===== config.mk =====
export PLATFORM = sky130hd
export DESIGN_NAME = ppu_pixel_out
export DESIGN_NICKNAME = d
export VERILOG_FILES = /design/src/rtl/ppu_pkg.sv /design/src/rtl/ppu_palette_ram.sv /design/src/rtl/ppu_pixel_out.sv
export SDC_FILE = /design/constraint.sdc
export NUM_CORES = 1
export LEC_CHECK = 0
export CELL_PAD_IN_SITES_DETAIL_PLACEMENT = 0
export CELL_PAD_IN_SITES_GLOBAL_PLACEMENT = 1
export CORE_MARGIN = 4
export CORE_UTILIZATION = 49
export DETAILED_ROUTE_END_ITERATION = 6
export MAX_ROUTING_LAYER = met4
export PLACE_DENSITY_LB_ADDON = 0.25
export SLEW_MARGIN = 15
export SYNTH_ARGS = -nofsm -noshare
export SYNTH_HDL_FRONTEND = slang
export SYNTH_SLANG_ARGS = --single-unit

===== constraint.sdc =====
create_clock -name clk -period 3.2 [get_ports clk]
set_input_delay 0.8 -clock clk [delete_from_list [all_inputs] [get_ports clk]]
set_output_delay 0.8 -clock clk [all_outputs]
set_load 0.02 [all_outputs]

===== src/rtl/ppu_pkg.sv =====
// -----------------------------------------------------------------------------
// ppu_pkg
// Shared timing constants, palette types and small helper functions for the
// PPU pixel-output slice (ppu_palette_ram, ppu_pixel_out).
//
// Contents:
//   DOTS_PER_LINE / LINES_PER_FRAME  raster size in dots and scanlines
//   VIS_W / VIS_H                    visible picture size
//   VBL_SET_LINE / PRE_RENDER_LINE   vertical-blank set line, pre-render line
//   pixel_t / pal_idx_t / color_t    renderer pixel, palette index, NES colour
//   pal_fold()                       $10/$14/$18/$1C -> $00/$04/$08/$0C alias
//   pixel_to_idx()                   transparency rule for renderer pixels
//   is_visible()                     visible-region test on a raster position
//
// Optional feature used by the slice: PPU_GRAYSCALE_EN (see ppu_pixel_out).
// -----------------------------------------------------------------------------
package ppu_pkg;

    // Raster geometry. Typed 9 bits so they compare directly with dot/scanline.
    localparam logic [8:0] DOTS_PER_LINE   = 9'd341;
    localparam logic [8:0] LINES_PER_FRAME = 9'd262;
    localparam logic [8:0] VIS_W           = 9'd256;
    localparam logic [8:0] VIS_H           = 9'd240;
    localparam logic [8:0] VBL_SET_LINE    = 9'd241;
    localparam logic [8:0] PRE_RENDER_LINE = 9'd261;

    // {attr_hi, attr_lo, pat_hi, pat_lo} from the scanline renderer.
    typedef logic [3:0] pixel_t;
    // Palette RAM address ($3F00-$3F1F offset).
    typedef logic [4:0] pal_idx_t;
    // NES master-palette colour.
    typedef logic [5:0] color_t;

    // The sprite-palette backdrop slots ($10/$14/$18/$1C) are not separate
    // storage; they alias the background slots with bit 4 cleared. Entries
    // whose low two bits are non-zero ($11, $15, ...) are genuine and unfolded.
    function automatic pal_idx_t pal_fold(input pal_idx_t addr);
        pal_idx_t folded;
        folded = addr;
        if (addr[1:0] == 2'b00) begin
            folded[4] = 1'b0;
        end
        return folded;
    endfunction

    // A pattern value of 0 is transparent: every such pixel shows the
    // universal backdrop colour at entry 0, whatever its attribute bits say.
    function automatic pal_idx_t pixel_to_idx(input pixel_t px);
        pal_idx_t idx;
        if (px[1:0] == 2'b00) begin
            idx = '0;
        end else begin
            idx = {1'b0, px};
        end
        return idx;
    endfunction

    // Visible picture: scanlines 0..239, dots 1..256 (dot 0 is idle).
    function automatic logic is_visible(input logic [8:0] line,
                                        input logic [8:0] dot_pos);
        return (line < VIS_H) && (dot_pos != 9'd0) && (dot_pos <= VIS_W);
    endfunction

endpackage


===== src/rtl/ppu_palette_ram.sv =====
// -----------------------------------------------------------------------------
// ppu_palette_ram
// 32 x 6-bit PPU palette store with the backdrop mirroring fold applied on
// every port.
//
// Ports:
//   clk        system clock
//   reset      asynchronous, active-high; clears only the read-port register
//   wr_en      write strobe; commits wr_data at the rising clk edge
//   wr_addr    write address (folded)
//   wr_data    write data
//   lk_idx     lookup index from the pixel pipeline (folded)
//   lk_color   lookup result, combinational from the array
//   rd_addr    CPU read address (folded)
//   rd_data    CPU read data, registered one cycle after rd_addr
//
// The lookup port reads the array combinationally, so a register capturing
// lk_color on the same edge that a write lands sees the pre-write contents:
// there is deliberately no write-to-lookup forwarding path.
// -----------------------------------------------------------------------------
module ppu_palette_ram
    import ppu_pkg::*;
(
    input  logic     clk,
    input  logic     reset,
    input  logic     wr_en,
    input  pal_idx_t wr_addr,
    input  color_t   wr_data,
    input  pal_idx_t lk_idx,
    output color_t   lk_color,
    input  pal_idx_t rd_addr,
    output color_t   rd_data
);

    color_t mem [32];

    // NOTE: the palette array has no reset branch. Its contents must survive
    // a PPU reset, and leaving it out of reset also lets it map onto plain
    // RAM cells instead of 192 resettable flops.
    always_ff @(posedge clk) begin
        if (wr_en) begin
            mem[pal_fold(wr_addr)] <= wr_data;
        end
    end

    assign lk_color = mem[pal_fold(lk_idx)];

    // NOTE: every clocked assignment uses <= so all registers sample the
    // pre-edge values; blocking assignments here would make results depend
    // on statement and process order.
    always_ff @(posedge clk or posedge reset) begin
        if (reset) begin
            rd_data <= '0;
        end else begin
            rd_data <= mem[pal_fold(rd_addr)];
        end
    end

endmodule


===== src/rtl/ppu_pixel_out.sv =====
// -----------------------------------------------------------------------------
// ppu_pixel_out
// PPU raster timing plus the palette-lookup output stage. Counts dots and
// scanlines, drives renderer control (y_idx, render_en), vertical blank and
// the frame-start pulse, and turns renderer pixels into master-palette colours
// one cycle after they are sampled.
//
// Ports:
//   clk          system clock, one PPU dot per rising edge
//   reset        asynchronous, active-high
//   pixel        {attr_hi, attr_lo, pat_hi, pat_lo} from the renderer
//   pal_we       palette write strobe (CPU side)
//   pal_addr     palette address, shared by CPU write and read
//   pal_wdata    palette write data
//   pal_rdata    palette read data, registered
//   y_idx        tile row to the renderer (scanline[7:3] while visible)
//   render_en    renderer enable (visible lines and pre-render line)
//   dot          current dot 0..340
//   scanline     current scanline 0..261
//   color        master-palette colour for the pixel sampled last cycle
//   color_valid  qualifies color
//   vblank       vertical-blank flag
//   frame_start  one-cycle pulse while at scanline 0, dot 0
//
// Configuration macro:
//   PPU_GRAYSCALE_EN  when defined, color is the lookup result ANDed with 6'h30
//                     (pal_rdata is never masked). When undefined no masking
//                     logic exists.
// -----------------------------------------------------------------------------
module ppu_pixel_out
    import ppu_pkg::*;
(
    input  logic       clk,
    input  logic       reset,
    input  logic [3:0] pixel,
    input  logic       pal_we,
    input  logic [4:0] pal_addr,
    input  logic [5:0] pal_wdata,
    output logic [5:0] pal_rdata,
    output logic [7:0] y_idx,
    output logic       render_en,
    output logic [8:0] dot,
    output logic [8:0] scanline,
    output logic [5:0] color,
    output logic       color_valid,
    output logic       vblank,
    output logic       frame_start
);

    // Low for the single cycle after reset release: the counters hold at 0/0
    // for that edge so the first observed cycle is scanline 0, dot 0 with
    // frame_start raised, exactly like every later frame boundary.
    logic run;

    logic [8:0] nxt_dot;
    logic [8:0] nxt_line;
    pal_idx_t   lk_idx;
    color_t     lk_color;
    color_t     color_next;
    logic       in_visible;

    // ------------------------------------------------------------------
    // Palette store
    // ------------------------------------------------------------------
    ppu_palette_ram u_palette (
        .clk      (clk),
        .reset    (reset),
        .wr_en    (pal_we),
        .wr_addr  (pal_addr),
        .wr_data  (pal_wdata),
        .lk_idx   (lk_idx),
        .lk_color (lk_color),
        .rd_addr  (pal_addr),
        .rd_data  (pal_rdata)
    );

    assign lk_idx = pixel_to_idx(pixel);

`ifdef PPU_GRAYSCALE_EN
    localparam color_t GRAY_MASK = 6'h30;
    assign color_next = lk_color & GRAY_MASK;
`else
    assign color_next = lk_color;
`endif

    // The pixel on the input belongs to the position currently shown on
    // dot/scanline; its colour is registered at the end of that cycle.
    assign in_visible = is_visible(scanline, dot);

    // ------------------------------------------------------------------
    // Next raster position
    // ------------------------------------------------------------------
    // NOTE: both outputs get a default before any branch, so every path
    // assigns them and no latch is inferred.
    always_comb begin
        nxt_dot  = dot;
        nxt_line = scanline;
        if (run) begin
            if (dot == DOTS_PER_LINE - 9'd1) begin
                nxt_dot = '0;
                if (scanline == LINES_PER_FRAME - 9'd1) begin
                    nxt_line = '0;
                end else begin
                    nxt_line = scanline + 9'd1;
                end
            end else begin
                nxt_dot = dot + 9'd1;
            end
        end
    end

    // ------------------------------------------------------------------
    // Counters, position-derived flags and colour output
    // ------------------------------------------------------------------
    // Flags are computed from the next position so they are registered yet
    // line up with the dot/scanline values they describe.
    always_ff @(posedge clk or posedge reset) begin
        if (reset) begin
            run         <= 1'b0;
            dot         <= '0;
            scanline    <= '0;
            frame_start <= 1'b0;
            render_en   <= 1'b0;
            y_idx       <= '0;
            vblank      <= 1'b0;
            color       <= '0;
            color_valid <= 1'b0;
        end else begin
            run         <= 1'b1;
            dot         <= nxt_dot;
            scanline    <= nxt_line;
            frame_start <= (nxt_dot == 9'd0) && (nxt_line == 9'd0);
            render_en   <= (nxt_line < VIS_H) || (nxt_line == PRE_RENDER_LINE);
            y_idx       <= (nxt_line < VIS_H) ? {3'b000, nxt_line[7:3]} : 8'd0;

            if ((nxt_line == VBL_SET_LINE) && (nxt_dot == 9'd1)) begin
                vblank <= 1'b1;
            end else if ((nxt_line == PRE_RENDER_LINE) && (nxt_dot == 9'd1)) begin
                vblank <= 1'b0;
            end

            // color holds its last value outside the picture; color_valid
            // is the only qualifier consumers should look at.
            color_valid <= in_visible;
            if (in_visible) begin
                color <= color_next;
            end
        end
    end

endmodule

==> metrics.txt, run 1 <==
status=complete, no violations; Worst Hold End=color[1]$_DFFE_PP0P_; Critical R2R Capture=vblank$_DFFE_PP0P_; fraction of final layout cells sized beyond drive strength 1=20.4%; die width=146 um; GRT overflow=0; synth cell count leaders=168 x edfxtp_1, 64 x nor2_1, 48 x a21oi_1; crit-path max FO=9; Hold Crit Start=color[1]$_DFFE_PP0P_; DR vias=6,020; flop and latch count out of synthesis=208; cell count after synthesis=677; CTS tree=yes; final worst path period need=2840 ps; ANT nets after route=0; crit path launch type=register; RSZ-0062 raised after global routing=false; R2R setup slack=360 ps; Synth Flop Type=edfxtp_1; worst skew pair latency=510 ps; first-pass GRT wire length=35,000 um; Top Ports=60; aggregate routed wire length=22,000 um; Setup-failing EPs final=0; Leak=3.99 nW; pin slew with the least headroom to its limit=740 ps; Distinct cells, synth=57; Synth Warn #=0; Hold Path Class=register to register; Worst Path Required=3580 ps; DP Wirelength=15,400 um; DIE AREA=21,500 sq um; Yosys top cell area share=53.7%; antenna cell count=0; asr flop ratio synth=19.2%; hold path depth=2; # port buffers=56; first-pass detailed-route iteration total=5; fin nets=780; Rel. slew slack=50.2%; Cell Area, Synth=9400 sq um; sequential fraction of the synthesis area=64.3%; RePlAce Congestion=0.887; most area-consuming cells after synthesis=edfxtp_1 54%, dfrtp_1 11%, mux4_2 7.2%, mux2_2 4.4%, a21oi_1 2.6%; peak supply drop=0.427 mV; cts bufs inserted=23; critical-path cell list=inv_1, ha_1, or4b_4, nor3_4, nand4_1, xor2_1, nand3_2, o41ai_2, o21ai_1; Filler cells=1,458; CP bufs+invs=1; area of the core=18,800 sq um; Post-CTS Hold Fix Bufs=0; drt wl/cell=21.8 um; Max Root-Sink Buffers=3; Post-synth EDFFs=168; Rows=50; starting density of the core=50.1%; CP top delay family=simple AND/OR/NAND/NOR gates; total global-route track usage=21.3%; Remaining DRCs=0; critical path arrival=3220 ps; PostCTS Resize Cnt=0; Setup TNS=0 ps; clock slew at reported path FFs=60 ps; initial antenna violation count=0; vias in the first global route=6,004; worst reg2reg path depth=9; Max Freq=0.352 GHz; Die Y=146 um; Slowest cell on crit path=or4b_4; overall power=6.51 mW; Root Driver=clkbuf_16; power density cells=583 nW/um^2; crit share post-route=88.7%; count of pins over their slew limit=0; Synth area leader=edfxtp_1; Syn Area/Cell=13.9 sq um; sequential cell area=6050 sq um; DR vias/cell=5.97; H-tree depth=1; Crit path largest cell delay=500 ps; top-count cell post-synth=edfxtp_1; Multi-input gate area=3100 sq um; Fin. Hold Viols=0; R2R Path Start=dot[1]$_DFF_PP0_; critical path class=register to register; Post-CTS Setup Inserts=0; CTS sink cnt=208; Worst Setup End Kind=register; pin count of the biggest net entering global routing=48; DR iter-0 viols=639; synthesis-to-layout area growth=18.8%; Max-Cap Viols=0; Max Clock Skew=15.1 ps
final cells by class:
class | instances | share of cell area [%]
multi-input combinational | 410 | 27.8
clock inverter | 13 | 1.28
timing repair buffer | 103 | 8.43
clock buffer | 28 | 5.32
tap | 234 | 2.62
inverter | 12 | 0.404
sequential | 208 | 54.2
sequential cells by signal, indices dropped and copies added, names as in the netlist:
signal / count
frame_start: 1
y_idx: 5
scanline: 9
render_en: 1
vblank: 1
u_palette.mem: 168
color_valid: 1
u_palette.rd_data: 6
color: 6
run: 1
dot: 9
per-layer routing:
metal,GRT usage (%),part of all wire (%),up-vias
met1,29.1,43,2976
met5,-,0,-
li1,-,-,2751
met4,6.40,2.7,0
met3,4.66,7.8,36
met2,32.3,46,257
through the flow:
stage          hold slack, ps  setup slack (ps)  area, sq um  std cells  utilization [%]
4_1_cts                   507               358        11200       1008             59.5
2_1_floorplan             590               281         9400        679                -
3_5_place_dp              494               231        10400        967             55.5
6_report                  495               362        11200       1008             59.5
5_1_grt                   540               198        11200       1008             59.5
3_3_place_gp              493               236        10400        967             55.5
how the worst max path moves through the flow:
stage	startpoint	endpoint	slack, ps	depth (start not counted)
4_1_cts	dot[1]$_DFF_PP0_	vblank$_DFFE_PP0P_	360	9
3_3_place_gp	pal_addr[0]	u_palette.rd_data[3]$_DFF_PP0_	240	6
5_1_grt	dot[0]$_DFF_PP0_	y_idx[1]$_DFF_PP0_	200	9
6_report	dot[1]$_DFF_PP0_	vblank$_DFFE_PP0P_	360	9
3_5_place_dp	pal_addr[0]	u_palette.rd_data[2]$_DFF_PP0_	230	6
2_1_floorplan	pal_addr[0]	u_palette.mem[31][0]$_DFFE_PP_	280	6
logic make-up (layout without fill, tap and decap cells):
family / Yosys count / count (layout) / share of synthesized area, %
adders and majority gates: 4 / 4 / 0.533
and+or+nand+nor: 175 / 175 / 9.23
DFF: 208 / 208 / 64.3
other: 2 / 4 / 0.0799
muxes: 74 / 74 / 12.4
AOI/OAI and AO/OA: 141 / 141 / 9.57
buffers and inverters: 61 / 156 / 2.74
xor gates and xnor gates: 12 / 12 / 1.12
cell usage in the layout, fill, tap and decap left out, types with 13 or more instances in the layout:
cell,instances
edfxtp_1,168
clkbuf_16,23
clkdlybuf4s50_1,54
a21oi_1,48
mux4_2,30
nand2b_1,13
o21ai_0,20
nor2_1,64
nand2_1,41
dfrtp_1,40
buf_4,44
mux2_2,37
where the power goes:
part | switching [mW] | internal [mW]
logic | 0.441 | 0.356
registers | 0.114 | 3.03
clock network | 1.01 | 1.56
total | 1.56 | 4.94
worst register-to-register path, cell delays in order (launching register included):
cell and delay [ps]:
dfrtp_1 430, inv_1 90, ha_1 150, or4b_4 500, nor3_4 410, nand4_1 160
xor2_1 340, nand3_2 190, o41ai_2 330, o21ai_1 100
(Power assumes the default switching activity.)
==> run 2, diff against run 1 <==
CORE_UTILIZATION = 53   (was 49)
clock period = 3.55 ns   (was 3.2 ns; I/O delays follow)
==> metrics.txt, run 2 (synthesis gave the netlist of run 1 again) <==
status=complete, no violations; Top Ports=60 (unchanged); die width=141 um (-3.6%); Max Freq=0.351 GHz (-0.36%); Root Driver=clkbuf_16; first-pass GRT wire length=34,900 um (-0.26%); crit-path max FO=9 (unchanged); PostCTS Resize Cnt=0 (unchanged); fraction of final layout cells sized beyond drive strength 1=18.8% (-1.6 points); initial antenna violation count=1 (+1); Worst Path Required=3920 ps (+340 ps); Top Registers=u_palette.mem x168, dot x9, scanline x9; area of the core=17,400 sq um (-7.5%); cts bufs inserted=22 (-4.3%); worst reg2reg path depth=9 (unchanged); R2R Path Start=dot[0]$_DFF_PP0_; Critical R2R Capture=vblank$_DFFE_PP0P_; synthesis-to-layout area growth=16.5%; crit path launch type=register; Fin. Hold Viols=0 (unchanged); Hold Path Class=register to register; total global-route track usage=23.4% (+2.2 points); vias in the first global route=6,020 (+0.27%); hold path depth=2 (unchanged); Multi-input gate area=3100 sq um (unchanged); RePlAce Congestion=0.856 (-3.5%); DR iter-0 viols=506 (-21%); ANT nets after route=0 (unchanged); R2R setup slack=700 ps (+340 ps); worst skew pair latency=500 ps (about the same); power density cells=513 nW/um^2 (-12%); Setup-failing EPs final=0 (unchanged); aggregate routed wire length=22,500 um (+2.6%); Max Clock Skew=6.65 ps (-8.44 ps); fin worst setup slack=701 ps (+340 ps); Worst Setup End Kind=register; CTS tree=yes; commonest non-fill, non-tap cell in the layout=edfxtp_1; Setup TNS=0 ps (unchanged); drt wl/cell=22.8 um (+4.7%); CP top delay family=simple AND/OR/NAND/NOR gates; first-pass detailed-route iteration total=5 (unchanged); Slowest cell on crit path=or4b_4; clock slew at reported path FFs=60 ps (about the same); critical path arrival=3220 ps (about the same); CP startpoint=dot[0]$_DFF_PP0_; pin count of the biggest net entering global routing=40 (-17%); critical path class=register to register; RSZ-0062 raised after global routing=false; Crit path largest cell delay=500 ps (about the same); Hold WS=489 ps (-5.21 ps); max reg flops=168 (unchanged); Die Y=141 um (-3.6%); DIE AREA=19,900 sq um (-7.1%); Post-CTS Hold Fix Bufs=0 (unchanged); Filler cells=1,274 (-13%); CP endpoint=vblank$_DFFE_PP0P_; sequential cell area=6050 sq um (unchanged); Hold Crit Start=color[1]$_DFFE_PP0P_; GRT overflow=0 (unchanged); DR vias=6,085 (+1.1%); pin slew with the least headroom to its limit=988 ps (+248 ps); count of pins over their slew limit=0 (unchanged); final worst path period need=2850 ps (+10.2 ps); critical-path cell list=inv_1, ha_1, or4b_4, nor3_4, nand4_1, xor2_1, nand3_2, o41ai_2, o21ai_1; Crit path depth=9 (unchanged); Max-Cap Viols=0 (unchanged); Remaining DRCs=0 (unchanged); DR vias/cell=6.16 (+3.1%); Post-CTS Setup Inserts=0 (unchanged); crit share post-route=80.2% (-8.5 points); H-tree depth=1 (unchanged); pre-CTS setup slack=594 ps (+363 ps); Rows=48 (-4.0%); # port buffers=56 (unchanged); starting density of the core=54.1% (+4.1 points); CTS sink cnt=208 (unchanged); Leak=3.87 nW (-2.9%); Top reg by flops=u_palette.mem; Max Root-Sink Buffers=3 (unchanged); Rel. slew slack=33.7% (-16 points); DP Wirelength=15,200 um (-0.80%); fin nets=768 (-1.5%); peak supply drop=0.379 mV (-11%); CP bufs+invs=1 (unchanged); most frequent cells in the layout=168 x edfxtp_1, 64 x nor2_1, 53 x clkdlybuf4s50_1
run 2: cell types whose count changed in the layout (fill, tap and decap cells not counted), moves of 2 or more:
cell	before	now
bufinv_16	3	0
clkinv_1	5	9
buf_12	3	1
buf_4	44	35
run 2: how the worst min path moves through the flow:
stage | to | slack (ps)
global placement | color[3]$_DFFE_PP0P_ | 480
floorplan | color[0]$_DFFE_PP0P_ | 590
finish | color[1]$_DFFE_PP0P_ | 490
detailed placement | color[1]$_DFFE_PP0P_ | 480
CTS | color[1]$_DFFE_PP0P_ | 490
global route | color[0]$_DFFE_PP0P_ | 530
run 2: through the flow:
stage               std cells  cell area (sq um)  utilization, %  power (mW)
global route              988              10900            63.1        5.83
CTS                       987              10900            63.1        5.66
floorplan                 679               9400               -        3.29
detailed placement        947              10300            59.3        3.60
finish                    988              10900            63.1        5.61
global placement          947              10300            59.3        3.58
run 2: power breakdown:
group	total (mW)	switching (mW)	leakage (nW)	internal, mW
clock	2.07	0.886	0.311	1.18
combinational	0.718	0.402	1.54	0.315
sequential	2.83	0.0995	2.03	2.73
total	5.61	1.39	3.87	4.23
run 2: worst min-delay path, stage by stage (launching register included):
cell and delay (ps):
dfrtp_1 340, nand2_1 50, o21ai_1 60
run 2: layer usage:
| layer | global-route usage, % | part of all wire [%] |
|---|---|---|
| met1 | 30.3 | 41 |
| met2 | 37.9 | 49 |
| met3 | 4.92 | 7.7 |
| met4 | 6.68 | 2.4 |
| met5 | - | 0 |
run 2: final cells by class:
type | count | area share, %
diodes | 1 | 0.0229
repair buffers | 92 | 7.56
well taps | 225 | 2.57
inverters | 12 | 0.411
clock inverters | 11 | 0.434
flip-flops and latches | 208 | 55.2
clock buffers | 29 | 5.46
multi-input cells | 410 | 28.3
